### src/rtl/mem_arbiter.sv
// Two-port (fetch / load-store) arbiter in front of a single-port 32-bit RAM.
// Optional fetch starvation guard enabled by defining ARB_STARVE_GUARD_EN.
module mem_arbiter #(
  parameter int unsigned ADDR_W     = 12,
  parameter int unsigned STARVE_MAX = 4
) (
  input  logic              clk,
  input  logic              rst,
  input  logic              if_req,
  input  logic [31:0]       if_addr,
  output logic              if_gnt,
  output logic              if_rvalid,
  output logic [31:0]       if_rdata,
  input  logic              ls_req,
  input  logic              ls_we,
  input  logic [31:0]       ls_addr,
  input  logic [31:0]       ls_wdata,
  input  logic [3:0]        ls_wstrb,
  output logic              ls_gnt,
  output logic              ls_rvalid,
  output logic [31:0]       ls_rdata,
  output logic              mem_en,
  output logic [3:0]        mem_we,
  output logic [ADDR_W-1:0] mem_addr,
  output logic [31:0]       mem_wdata,
  input  logic [31:0]       mem_rdata
);

  typedef enum logic {
    OWN_IF = 1'b0,
    OWN_LS = 1'b1
  } owner_e;

  owner_e owner_q, owner_d;
  logic   rvalid_q, rvalid_d;
  logic   force_if;

`ifdef ARB_STARVE_GUARD_EN
  localparam int unsigned CntW = (STARVE_MAX < 1) ? 1 : $clog2(STARVE_MAX + 1);

  logic [CntW-1:0] starve_q, starve_d;

  // Reaching the limit lets fetch win; the grant itself then clears the count.
  assign force_if = (starve_q == CntW'(STARVE_MAX));

  always_comb begin
    starve_d = '0;
    if (if_req && !if_gnt) begin
      starve_d = starve_q + 1'b1;
    end
  end

  always_ff @(posedge clk) begin
    if (rst) begin
      starve_q <= '0;
    end else begin
      starve_q <= starve_d;
    end
  end
`else
  assign force_if = 1'b0;
`endif

  always_comb begin
    if_gnt    = 1'b0;
    ls_gnt    = 1'b0;
    mem_en    = 1'b0;
    mem_we    = '0;
    mem_addr  = '0;
    mem_wdata = '0;
    if (!rst) begin
      if (if_req && (!ls_req || force_if)) begin
        if_gnt   = 1'b1;
        mem_en   = 1'b1;
        mem_addr = if_addr[ADDR_W+1:2];
      end else if (ls_req) begin
        ls_gnt   = 1'b1;
        mem_addr = ls_addr[ADDR_W+1:2];
        if (ls_we) begin
          // An all-zero strobe store is accepted but never touches the RAM.
          mem_en    = |ls_wstrb;
          mem_we    = ls_wstrb;
          mem_wdata = ls_wdata;
        end else begin
          mem_en = 1'b1;
        end
      end
    end
  end

  always_comb begin
    rvalid_d = if_gnt || (ls_gnt && !ls_we);
    owner_d  = owner_q;
    if (if_gnt) begin
      owner_d = OWN_IF;
    end else if (ls_gnt && !ls_we) begin
      owner_d = OWN_LS;
    end
  end

  always_ff @(posedge clk) begin
    if (rst) begin
      rvalid_q <= 1'b0;
      owner_q  <= OWN_IF;
    end else begin
      rvalid_q <= rvalid_d;
      owner_q  <= owner_d;
    end
  end

  assign if_rvalid = !rst && rvalid_q && (owner_q == OWN_IF);
  assign ls_rvalid = !rst && rvalid_q && (owner_q == OWN_LS);
  assign if_rdata  = if_rvalid ? mem_rdata : '0;
  assign ls_rdata  = ls_rvalid ? mem_rdata : '0;

  logic unused_addr_bits;
  assign unused_addr_bits = ^{if_addr[31:ADDR_W+2], if_addr[1:0],
                              ls_addr[31:ADDR_W+2], ls_addr[1:0]};

endmodule

### config.mk
export PLATFORM = sky130hd
export DESIGN_NAME = mem_arbiter
export DESIGN_NICKNAME = d
export VERILOG_FILES = /design/src/rtl/mem_arbiter.sv
export SDC_FILE = /design/constraint.sdc
export NUM_CORES = 1
export LEC_CHECK = 0
export CORE_AREA = 2 2 97 99
export CTS_CLUSTER_SIZE = 12
export DETAILED_ROUTE_END_ITERATION = 16
export DIE_AREA = 0 0 99 101
export PLACE_DENSITY = 0.55
export SLEW_MARGIN = 5
export SYNTH_ARGS = -nofsm -noshare
export SYNTH_HDL_FRONTEND = slang
export SYNTH_SLANG_ARGS = --single-unit
### constraint.sdc
create_clock -name clk -period 1.4 [get_ports clk]
set_input_delay 0.28 -clock clk [delete_from_list [all_inputs] [get_ports clk]]
set_output_delay 0.28 -clock clk [all_outputs]
set_load 0.05 [all_outputs]
==> results <==
routing by layer:
layer / global-route usage / vias up / part of all wire
li1: - / 949 / -
met1: 0.1498 / 918 / 0.34
met2: 0.2853 / 142 / 0.54
met3: 0.06657 / 2 / 0.11
met4: 0.006322 / 0 / 0.00063
met5: 0 / - / 0
cell type report:
type | instances | area, um^2
timing repair buffer | 242 | 3771
sequential | 2 | 42.54
fill | 724 | 3712
inverter | 1 | 3.754
tap | 111 | 138.9
multi-input combinational | 123 | 1267
clock buffer | 3 | 41.29
metrics by stage:
step	hold WS, ps	std cells	worst slack, ps
after floorplan	352.4	142	-70.92
after global placement	575.8	462	-573.6
after detailed placement	586.8	462	-603.4
after CTS	284.0	479	-193.4
after global routing	286.4	482	-256.8
final	285.9	482	-207.5
sequential cells by signal, summed over array words and instances, names as in the netlist:
name,flops
owner_q,1
rvalid_q,1
final timing paths:
path	from	cells past startpoint	end	slack, ps
max	owner_q	4	ls_rdata[7]	-210
min	rst	2	owner_q	290
max reg2reg	owner_q	2	owner_q	740
min reg2reg	owner_q	2	owner_q	550
power groups by stage:
stage	Combinational [mW]	Sequential [mW]	Clock [mW]
6_report	1.40	0.0656	0.222
4_1_cts	1.38	0.0651	0.228
5_1_grt	1.45	0.0660	0.235
2_1_floorplan	0.483	0.0636	0
3_5_place_dp	1.23	0.0653	0
3_3_place_gp	1.23	0.0650	0
logic make-up after synthesis:
group           Yosys count  share of synthesized area
buf+inv                  17                    0.08119
flops                     2                    0.04330
simple gates            107                     0.7307
compound gates           16                     0.1448
cells in the mapped netlist (all sizes together):
cell and number:
a31oi 1, nor3b 1, nand2b 1, nor2b 1, and2 64, a21o 1
nor4 1, o21bai 1, clkbuf 11, buf 5, nor2 2, inv 1
and3 36, dfxtp 2, a22oi 1, a22o 12, and3b 1
timing repair:
item,in CTS,in global routing
cloned,8,3
setup endpoints to repair,117,115
buffers inserted,6,2
resized for setup,87,29
pin swaps,47,14
hold buffers,0,0
worst max-delay path, stage by stage (launching register included):
cell and delay (ps):
dfxtp_2 330, and3b_2 240, clkbuf_16 190, and2_2 210, buf_12 150
==> key figures <==
Clock tree
  • Clock latency on the worst-skew pair: 210 ps
  • Maximum clock path buffer count: 2
  • CTS Sinks: 2
  • CTS tree: yes
  • Clock root buffer: clkbuf_8
  • Total CTS buffers: 3
  • H-tree levels: 1
  • Clock transition at the registers of the reported paths: 30 ps

Synth
  • Mapped Area: 924.6 um^2
  • Synth warn: 0
  • Synthesis-stage register bit count: 2
  • Leading area contributor after synthesis: and2_1
  • Syn Nets: 279
  • Seq/Total Area, Yosys: 0.04330
  • Post-Syn Instances: 142
  • Synthesized area per cell: 6.512 um^2
  • Post-synthesis cell type count: 19
  • Post-synth top area share: 0.4330
  • Synth area leaders: and2_1 43%, and3_1 24%, a22o_1 11%

Timing
  • Rel. slew slack: 0.8598
  • Clock skew: 0 ps
  • Final period util: 1.148
  • Final TNS setup: -14470 ps
  • Min Clock Period, post-route: 1607 ps
  • PnR worst setup slack: -207.5 ps
  • Fin. Hold Viols: 0
  • Max Slew Vio Count: 0
  • RSZ-0062 raised after global routing: true
  • Slew of the pin with the lowest slew margin: 208.8 ps
  • Final setup viols: 114
  • Max Clk Rate: 0.6221 GHz

GRT
  • Total global-route track usage: 0.1463
  • Largest net degree at the start of global routing: 34
  • First-pass GRT wire length: 11580 um
  • Total grt overflow: 0
  • Vias in the first global route: 2163
  • Initial antenna violation count: 0

Worst hold path
  • Min-Delay Path Class: in -> reg

Power and ir drop
  • Switch Pwr: 0.6459 mW
  • Switching share of total power: 0.3830
  • Tot Pwr: 1.687 mW
  • Leakage: 2.194 nW
  • Power Dens Cells: roughly 320 nW/um^2
  • Comb power frac: 0.829
  • Max IR drop VDD: 0.3012 mV
  • Seq pwr share: 0.039
  • Clock group share of total power: 0.132
  • Pint: 1.041 mW

Routing
  • DR WL/cell: 16.34 um
  • Post-DRT Antenna Nets: 0
  • Remaining DRCs: 0
  • First-pass detailed-route iteration total: 4
  • Via count: approximately 2000
  • Vias/cell: between 4 and 5
  • Detailed Route WL: 7876 um
  • DRT iter0 DRCs: 9

Place
  • Placed inst area: 4672 um^2
  • GP Congestion: about 0.8
  • DP HPWL: 5778 um
  • PortBufs: roughly 210

Final layout
  • Leading cell types in the layout, fill and taps excluded: 122 x buf_12, 88 x clkdlybuf4s50_1, 42 x and2_4
  • Share of layout cells above drive strength 1: 0.7385
  • Post-layout util: 0.5865
  • # diodes: 0
  • Design area: 5265 um^2
  • Area grow syn2layout: 469.4%
  • Layout net count: 510
  • Commonest non-fill, non-tap cell in the layout: buf_12

Setup path
  • Critical path peak fanout: 16
  • Path type of the worst setup path: reg -> out
  • Type of origin of the critical path: flip-flop
  • Arr. time, crit path: 1330 ps
  • Endpoint class of the critical path: output pin
  • Required @ worst endpoint: between 1000 and 1500 ps

Floorplanning
  • # rows: 35
  • Die Wd: 99 um
  • Die footprint: 9999 um^2
  • Die height: 101 um
  • # IOs: 254
  • Initial Utilization: 0.1030
  • Core area: 8977 um^2

Flow run
  • Max cap viols: 0

Outcome
  • Violated checks: negative setup slack
  • Run status: complete, but fails checks
(Power assumes the default switching activity.)
